===== src/rtl/combo_lock_pkg.sv =====
// Shared types and constants for the two-bit keypad combination lock.
package combo_lock_pkg;

    typedef enum logic [1:0] {IDLE, ENTRY, OPEN, LOCKOUT} state_t;

    typedef logic [1:0] sym_t;

    // 00 is the "no key" encoding from the keypad and never appears in a code
    localparam sym_t SYM_NONE = 2'b00;

    localparam int         DEFAULT_CODE_LEN = 5;
    localparam logic [9:0] DEFAULT_CODE     = 10'b01_10_11_10_01;

    function automatic int max_int(input int a, input int b);
        return (a > b) ? a : b;
    endfunction

endpackage


===== src/rtl/combo_lock_if.sv =====
// Keypad-side bundle: symbol strobe and clear in, lock status out.
interface combo_lock_if #(
    parameter int MAX_FAIL = 3
);
    import combo_lock_pkg::*;

    localparam int FW = $clog2(MAX_FAIL + 1);

    logic          sym_valid;
    sym_t          sym;
    logic          clear;
    logic          ready;
    logic          led;
    logic          lockout;
    logic [FW-1:0] fail_cnt;

    modport master (
        output sym_valid, sym, clear,
        input  ready, led, lockout, fail_cnt
    );

    modport slave (
        input  sym_valid, sym, clear,
        output ready, led, lockout, fail_cnt
    );

endinterface


===== src/rtl/lock_timer.sv =====
// Loadable down-counter; expired is high during the last counted cycle.
module lock_timer #(
    parameter int W = 5
) (
    input  logic         clk,
    input  logic         reset,
    input  logic         load,
    input  logic [W-1:0] load_val,
    output logic         expired
);

    logic [W-1:0] count;

    always_ff @(posedge clk) begin
        if (reset)
            count <= '0;
        else if (load)
            count <= load_val;
        else if (count != '0)
            count <= count - 1'b1;
    end

    assign expired = (count == W'(1));

endmodule


===== src/rtl/combo_lock_ctrl.sv =====
// Combination lock controller: symbol entry, timed unlock window,
// wrong-attempt counting and timed lockout.
module combo_lock_ctrl
    import combo_lock_pkg::*;
#(
    parameter int                      CODE_LEN    = DEFAULT_CODE_LEN,
    parameter logic [2*CODE_LEN-1:0]   CODE        = DEFAULT_CODE,
    parameter int                      MAX_FAIL    = 3,
    parameter int                      OPEN_CYC    = 8,
    parameter int                      LOCKOUT_CYC = 16
) (
    input  logic       clk,
    input  logic       reset,
    combo_lock_if.slave bus
);

    localparam int IW = $clog2(CODE_LEN + 1);
    localparam int FW = $clog2(MAX_FAIL + 1);
    localparam int TW = $clog2(max_int(OPEN_CYC, LOCKOUT_CYC) + 1);

    state_t        state, state_n;
    logic [IW-1:0] idx, idx_n;
    logic          mism, mism_n;
    logic [FW-1:0] fail_r, fail_n;
    logic          led_r, led_n;
    logic          lock_r, lock_n;
    logic          tmr_load, tmr_expired;
    logic [TW-1:0] tmr_val;
    logic          do_eval, eval_mism;
    logic          sym_miss;

    // Code table padded to a power of two so any index value is in range
    sym_t code_tab [2**IW];

    always_comb begin
        for (int i = 0; i < 2**IW; i++) begin
            int sh;
            sh          = (i < CODE_LEN) ? 2 * (CODE_LEN - 1 - i) : 0;
            code_tab[i] = (i < CODE_LEN) ? sym_t'(CODE >> sh) : SYM_NONE;
        end
    end

    assign sym_miss = (bus.sym != code_tab[idx]) || (bus.sym == SYM_NONE);

    lock_timer #(.W(TW)) u_timer (
        .clk      (clk),
        .reset    (reset),
        .load     (tmr_load),
        .load_val (tmr_val),
        .expired  (tmr_expired)
    );

    always_ff @(posedge clk) begin
        if (reset) begin
            state  <= IDLE;
            idx    <= '0;
            mism   <= 1'b0;
            fail_r <= '0;
            led_r  <= 1'b0;
            lock_r <= 1'b0;
        end else begin
            state  <= state_n;
            idx    <= idx_n;
            mism   <= mism_n;
            fail_r <= fail_n;
            led_r  <= led_n;
            lock_r <= lock_n;
        end
    end

    // The last accepted symbol raises do_eval; the verdict is resolved once below
    always_comb begin
        state_n   = state;
        idx_n     = idx;
        mism_n    = mism;
        fail_n    = fail_r;
        led_n     = led_r;
        lock_n    = lock_r;
        tmr_load  = 1'b0;
        tmr_val   = '0;
        do_eval   = 1'b0;
        eval_mism = 1'b0;

        case (state)
            IDLE: begin
                if (bus.sym_valid && !bus.clear) begin
                    if (CODE_LEN == 1) begin
                        do_eval   = 1'b1;
                        eval_mism = sym_miss;
                    end else begin
                        state_n = ENTRY;
                        idx_n   = IW'(1);
                        mism_n  = sym_miss;
                    end
                end
            end
            ENTRY: begin
                if (bus.clear) begin
                    state_n = IDLE;
                    idx_n   = '0;
                    mism_n  = 1'b0;
                end else if (bus.sym_valid) begin
                    if (int'(idx) == CODE_LEN - 1) begin
                        do_eval   = 1'b1;
                        eval_mism = mism | sym_miss;
                    end else begin
                        idx_n  = idx + 1'b1;
                        mism_n = mism | sym_miss;
                    end
                end
            end
            OPEN: begin
                if (bus.clear || tmr_expired) begin
                    state_n = IDLE;
                    led_n   = 1'b0;
                end
            end
            LOCKOUT: begin
                if (tmr_expired) begin
                    state_n = IDLE;
                    lock_n  = 1'b0;
                    fail_n  = '0;
                end
            end
            default: state_n = IDLE;
        endcase

        if (do_eval) begin
            idx_n  = '0;
            mism_n = 1'b0;
            if (!eval_mism) begin
                state_n  = OPEN;
                led_n    = 1'b1;
                tmr_load = 1'b1;
                tmr_val  = TW'(OPEN_CYC);
                fail_n   = '0;
            end else if (int'(fail_r) + 1 < MAX_FAIL) begin
                state_n = IDLE;
                fail_n  = fail_r + 1'b1;
            end else begin
                state_n  = LOCKOUT;
                lock_n   = 1'b1;
                tmr_load = 1'b1;
                tmr_val  = TW'(LOCKOUT_CYC);
                fail_n   = FW'(MAX_FAIL);
            end
        end
    end

    assign bus.ready    = (state == IDLE) || (state == ENTRY);
    assign bus.led      = led_r;
    assign bus.lockout  = lock_r;
    assign bus.fail_cnt = fail_r;

endmodule


===== src/flat_wrapper.sv =====
// flat-port wrapper written by rule: the top's interface ports become plain ports
module combo_lock_ctrl_flat import combo_lock_pkg::*;
#(
    parameter int                      CODE_LEN    = DEFAULT_CODE_LEN,
    parameter logic [2*CODE_LEN-1:0]   CODE        = DEFAULT_CODE,
    parameter int                      MAX_FAIL    = 3,
    parameter int                      OPEN_CYC    = 8,
    parameter int                      LOCKOUT_CYC = 16
)
  (clk, reset, bus_sym_valid, bus_sym, bus_clear, bus_ready, bus_led, bus_lockout, bus_fail_cnt);
  combo_lock_if #(.MAX_FAIL(MAX_FAIL)) bus_i ();
  input  logic clk;
  input  logic reset;
  input wire logic [$bits(bus_i.sym_valid)-1:0] bus_sym_valid;
  input wire logic [$bits(bus_i.sym)-1:0] bus_sym;
  input wire logic [$bits(bus_i.clear)-1:0] bus_clear;
  output wire logic [$bits(bus_i.ready)-1:0] bus_ready;
  output wire logic [$bits(bus_i.led)-1:0] bus_led;
  output wire logic [$bits(bus_i.lockout)-1:0] bus_lockout;
  output wire logic [$bits(bus_i.fail_cnt)-1:0] bus_fail_cnt;
  assign bus_i.sym_valid = bus_sym_valid;
  assign bus_i.sym = bus_sym;
  assign bus_i.clear = bus_clear;
  assign bus_ready = bus_i.ready;
  assign bus_led = bus_i.led;
  assign bus_lockout = bus_i.lockout;
  assign bus_fail_cnt = bus_i.fail_cnt;
  combo_lock_ctrl #(.CODE_LEN(CODE_LEN), .CODE(CODE), .MAX_FAIL(MAX_FAIL), .OPEN_CYC(OPEN_CYC), .LOCKOUT_CYC(LOCKOUT_CYC)) u_core (.clk(clk), .reset(reset), .bus(bus_i));
endmodule

===== config.mk =====
export PLATFORM = sky130hd
export DESIGN_NAME = combo_lock_ctrl_flat
export DESIGN_NICKNAME = d
export VERILOG_FILES = /design/src/rtl/combo_lock_pkg.sv /design/src/rtl/combo_lock_if.sv /design/src/rtl/lock_timer.sv /design/src/rtl/combo_lock_ctrl.sv /design/src/flat_wrapper.sv
export SDC_FILE = /design/constraint.sdc
export NUM_CORES = 1
export LEC_CHECK = 0
export ABC_AREA = 1
export CAP_MARGIN = 20
export CORE_ASPECT_RATIO = 2
export CORE_MARGIN = 3
export CORE_UTILIZATION = 38
export DETAILED_ROUTE_END_ITERATION = 10
export MAX_ROUTING_LAYER = met4
export PLACE_DENSITY = 0.67
export SLEW_MARGIN = 20
export SYNTH_ARGS = -nofsm -noshare
export SYNTH_HDL_FRONTEND = slang
export SYNTH_SLANG_ARGS = --single-unit

===== constraint.sdc =====
create_clock -name clk -period 1.85 [get_ports clk]
set_clock_uncertainty 0.2 [all_clocks]
set_input_delay 0.37 -clock clk [delete_from_list [all_inputs] [get_ports clk]]
set_output_delay 0.37 -clock clk [all_outputs]
set_load 0.1 [all_outputs]

-- Word level (Yosys, flattened, before mapping)
Memories as Yosys holds them, arrays and structs flattened.
Index checks and enable logic that the tools add are counted.
- flip-flop bits (word level): 15
- bits in latches: 0
- RAM bits: 0
- ROM bits: 16
- input bits: 6
- output and inout port bits: 5
- logic and storage cells: 94
- memories: 1
- memory list (name ; words ; bits a word ; read ports ; clocked after Yosys merged registers in ; wr ports ; RTL line ; text):
    (name not given) ; 8 ; 2 ; 1 ; 0 ; 0 ; combo_lock_ctrl.sv:43 ; assign sym_miss = (bus.sym != code_tab[idx]) || (bus.sym == SYM_NONE);
- add/subtract/negate cells: 4
- multiply operators: 0
- divide/modulo/power cells: 0
- magnitude comparators: 2
- equality and inequality tests: 13
- shift operators: 0
- multiplexer cells: 49
- bitwise logic cells: 2
- reduce and logical (&&, ||, !) cells: 16
- operator list (kind ; number):
    < comparator 32 x 3 -> 1 bit, second input constant ; 1
    2-to-1 mux 2 bit ; 13
    2-to-1 mux 5 bit ; 5
    2-to-1 mux 1 bit ; 24
    2-to-1 mux 3 bit ; 4
    != test 3 x 1 -> 1 bit, second input constant ; 3
    case mux 2 bit (4 select lines) ; 1
    AND reduction 4 bit ; 2
    nonzero test 2 bit ; 4
    != test 3 bit, second input constant ; 2
    case mux 3 bit (2 select lines) ; 1
    equality test 5 x 1 -> 1 bit, second input constant ; 1
    nonzero test 5 bit ; 1
    subtractor 5 x 1 -> 5 bit, second input constant ; 1
    equality test 2 bit, second input constant ; 2
    >= comparator 4 bit, second input constant ; 1
    logical NOT 2 bit ; 2
    inverter 3 -> 4 bit ; 1
    adder 2 x 1 -> 3 bit, second input constant ; 1
    adder 3 x 1 -> 3 bit, second input constant ; 1
    equality test 3 bit, second input constant ; 1
    logical OR 1 bit ; 3
    != test 3 x 2 -> 1 bit, second input constant ; 1
    adder 2 x 1 -> 2 bit, second input constant ; 1
    other kinds (9) ; 9

-- Longest topological paths before layout
- depth after elaboration: 14
- mapped depth: 12
- gate-level depth less buffers: 12

-- Hierarchy
A second synthesis with hierarchy kept.
- cell total of the unflattened synthesis: 154
- area total of the unflattened synthesis: 992.2 sq um
- by module, submodules not included (module ; instances ; cells each ; area an instance (sq um) ; sequential area each (sq um)):
    combo_lock_ctrl ; 1 ; 106 ; 679.4 ; 200.2
    lock_timer ; 1 ; 48 ; 312.8 ; 100.1

-- Least setup slack after synthesis
No wires, ideal clock.
- kind: flip-flop to flip-flop
- start point: reg u_core.fail_r[1] (netlist: u_core.bus.fail_cnt[1])
- end point: reg u_core.u_timer.count[4]
- setup time: 0.065 ns
- arrival time: 1.568 ns
- data required time: 1.585 ns
- setup slack: 0.017 ns
- stages on the path, launching flop included: 7
- buffers on the path: 0
- clock period less this slack: 1.833 ns
- path through: dfxtp_1 > inv_1 > nor2_2 > inv_2 > nand2_1 > o211ai_1 > nor2_1
- longest elaborated chain between the ends: 6
- elaborated cells between the ends (all ways): 10
- classes of those cells: 1 x add/sub; 1 x order compare; 7 x mux; 1 x reduce/logical
- ends and longest elaborated chain (item ; RTL line ; text):
    from (decl) ; combo_lock_ctrl.sv:24 ; logic [FW-1:0] fail_r, fail_n;
    from (signal assigned) ; combo_lock_ctrl.sv:65 ; fail_r <= fail_n;
    adder 2 x 1 -> 3 bit * ; combo_lock_ctrl.sv:137 ; end else if (int'(fail_r) + 1 < MAX_FAIL) begin
    < comparator 32 x 3 -> 1 bit * ; combo_lock_ctrl.sv:137 ;
    2-to-1 mux 5 bit / 2-to-1 mux 1 bit (equally long branches) ; combo_lock_ctrl.sv:137 ;
    2-to-1 mux 5 bit / 2-to-1 mux 1 bit (equally long branches) ; combo_lock_ctrl.sv:131 ; if (!eval_mism) begin
    2-to-1 mux 5 bit / 2-to-1 mux 1 bit (equally long branches) ; combo_lock_ctrl.sv:128 ; if (do_eval) begin
    2-to-1 mux 5 bit / nonzero test 2 bit (equally long branches) ; - ;
    to (signal assigned) ; lock_timer.sv:18 ; count <= load_val;
    to (signal assigned) ; lock_timer.sv:20 ; count <= count - 1'b1;
    to (decl) ; lock_timer.sv:12 ; logic [W-1:0] count;
Mark *: on every way between the ends. The rest lies on a longest branch, timed or not.
A chain may end at the register's enable or synchronous reset.

-- Worst setup path after layout
- start point: in bus_clear
- end point: reg u_core.mism
- longest elaborated chain between the ends: 4
- elaborated cells between the ends (all ways): 11
- classes of those cells: 3 x eq/ne; 4 x mux; 4 x reduce/logical
- ends and longest elaborated chain (item ; RTL line ; text):
    from (decl) ; flat_wrapper.sv:16 ; input wire logic [$bits(bus_i.clear)-1:0] bus_clear;
    logical NOT 1 bit ; combo_lock_ctrl.sv:86 ; if (bus.sym_valid && !bus.clear) begin
    logical AND 1 bit ; combo_lock_ctrl.sv:86 ;
    != test 2 x 1 -> 1 bit (no source line) ; - ;
    AND reduction 4 bit (no source line) ; - ;
    to (signal assigned) ; combo_lock_ctrl.sv:64 ; mism <= mism_n;
    to (decl) ; combo_lock_ctrl.sv:23 ; logic mism, mism_n;
Several ways; a longest one is shown, not always the timed one.

==> flow_metrics.env <==
export IMPL_multi_input_area_um2=631
export IMPL_cts_hold_buf=0
export IMPL_synth_top_area_share_pct=30.3
export IMPL_grt_pass1_wl_um=3840
export IMPL_die_area_um2=3290
export IMPL_drt_vias_per_instance=5.03
export IMPL_fmax_mhz=574
export IMPL_port_buffers=10
export IMPL_pin_count=11
export IMPL_cts_buffers=3
export IMPL_area_growth_pct=36.2
export IMPL_postLayoutCellArea_um2=1350
export IMPL_layout_commonest_cell="nand2_1"
export IMPL_synth_cell_types=25
export IMPL_grt_overflow=0
export IMPL_postCtsResizedCells=0
export IMPL_fin_setup_tns_ns=0
export IMPL_first_iter_violations=34
export IMPL_cts_sinks=15
export IMPL_fp_dieH_um=78.2
export IMPL_syn_avg_cell_area_um2=6.55
export IMPL_crit_required_ns=1.80
export IMPL_cts_setup_buffers=0
export IMPL_hpwlAfterDp_um=1880
export IMPL_synth_seq_area_share_pct=30.3
export IMPL_slew_violations=0
export IMPL_status="complete, no violations"
export IMPL_crit_type="in -> reg"
export IMPL_place_gp_congestion=0.808
export IMPL_hold_viol_final=0
export IMPL_worstMarginPinSlew_ns=0.239
export IMPL_cts_tree="built"
export IMPL_fp_row_count=25
export IMPL_ir_drop_mv=0.714
export IMPL_fillCellCount=232
export IMPL_route_detailed_drc=0
export IMPL_slew_headroom_pct=83.9
export IMPL_start_util_pct=41.1
export IMPL_endpoint_kind="flip-flop"
export IMPL_vias=1021
export IMPL_avgRoutedWirePerCell_um=11.0
export IMPL_setup_viol=0
export IMPL_wl_um=2240
export IMPL_finalPower_uw=1810
export IMPL_post_dp_cell_area_um2=1260
export IMPL_hold_path_class="reg -> reg"
export IMPL_grt_usage_pct=15.2
export IMPL_netlist_area_um2=990
export IMPL_leakagePower_uw=0.000651
export IMPL_drive_gt1_share_pct=25.6
export IMPL_clkSlewWorstSetupHoldPaths_ns=0.06
export IMPL_layout_nets=190
export IMPL_worstPathMaxFanout=7
export IMPL_cts_root_buf="clkbuf_8"
export IMPL_die_w_um=42.1
export IMPL_ys_ff_latch=15
export IMPL_grt_pass1_vias=1028
export IMPL_core_area_um2=2410
export IMPL_ant_nets=0
export IMPL_drv_cap=0
export IMPL_fin_crit_ns=1.74
export IMPL_antenna_found_initial=0
export IMPL_antenna_cells=0
export IMPL_p_per_area_nw_per_um2=1350
export IMPL_layout_area_seq_um2=300
export IMPL_critPathLaunchType="input port"
export IMPL_synth_nets=164
export IMPL_htree_levels=1
export IMPL_clockBufferDepth=2
export IMPL_yosys_area_top_type="dfxtp_1"
export IMPL_ys_warn_count=0
export IMPL_layout_common_cells="nand2_1 (35), inv_1 (18), nor2_1 (17), dfxtp_1 (15), buf_4 (12)"
export IMPL_synthCells=151
export IMPL_finalCritPeriodShare_pct=94.2
export IMPL_synth_area_leaders="dfxtp_1 (30%), nand2_1 (14%), ha_1 (8.8%), inv_1 (7.6%), nor2_1 (7.2%)"
export IMPL_dr_pass1_iters=6
export IMPL_cp_arrival_ns=1.69
export IMPL_grt_max_degree=10
export IMPL_insertion_delay_ns=0.25
-- synthesized netlist by cell type --
master and count:
nand2_1 37, inv_1 20, nor2_1 19, dfxtp_1 15
nand3_1 9, ha_1 7, a21oi_1 6, inv_2 6
o21ai_0 5, nor2_2 4, o21ai_1 4, nor3_1 3
a211oi_1 2, nand3_2 2, xor2_1 2, buf_1 1
nand2_2 1, nand3b_1 1, nand4_1 1, nand4_2 1
nor3b_2 1, o211ai_1 1, o21bai_2 1, o31ai_1 1
or2_2 1
-- path summary, 6_finish.rpt --
path / cells past startpoint / to / slack (ns) / startpoint
min reg2reg: 2 / u_core.idx[1] / 0.32 / u_core.idx[1]
max reg2reg: 11 / u_core.state[1] / 0.15 / u_core.idx[0]
max: 8 / u_core.mism / 0.11 / bus_clear
min: 2 / u_core.idx[1] / 0.32 / u_core.idx[1]
-- kinds of logic after synthesis --
kind of cell               synth area share, %
adders and majority gates                 8.85
AOI/OAI and AO/OA                         11.8
buffers and inverters                     10.2
DFF                                       30.3
and+or+nand+nor                           37.0
xor gates and xnor gates                  1.77
-- critical path, cell delays in order --
cell and delay, ns:
clkdlybuf4s50_1 0.49, inv_2 0.07, o21ai_1 0.21, nand3_2 0.19, o21bai_2 0.18, o21ai_1 0.08, nand2_1 0.06, inv_1 0.03
-- flip-flops by register name, indices dropped and copies added, names as in the netlist --
name and cells:
u_core.bus.lockout 1, u_core.mism 1, u_core.state 2, u_core.bus.fail_cnt 2
u_core.bus.led 1, u_core.u_timer.count 5, u_core.idx 3
-- area by class of cell --
class                           instances  area share, %
Clock buffer                            4           3.34
Inverter                               26           7.24
Multi-Input combinational cell        109           46.8
Sequential cell                        15           22.3
Tap cell                               27           2.51
Timing Repair Buffer                   22           17.8
-- layer usage --
metal | share of wire, % | GRT usage (%)
met5 | 0 | -
met4 | 4.9 | 9.97
met1 | 35 | 12.4
met2 | 56 | 29.7
met3 | 3.7 | 2.52
-- stage by stage --
stage          hold slack (ns)  instances  util [%]  setup slack, ns
5_1_grt                  0.344        203      55.9        -0.000239
6_report                 0.317        203      55.9            0.108
2_1_floorplan            0.297        151         -           0.0168
4_1_cts                  0.318        203      54.2           0.0615
3_3_place_gp             0.305        199      52.3           -0.122
3_5_place_dp             0.306        199      52.3           -0.138
-- power breakdown --
part           internal, uW  switching, uW  total, uW
logic                   421            622       1040
registers               420           86.6        506
clock network           153            111        264
total                   993            820       1810
No activity file was read; power rests on OpenSTA's default activity.
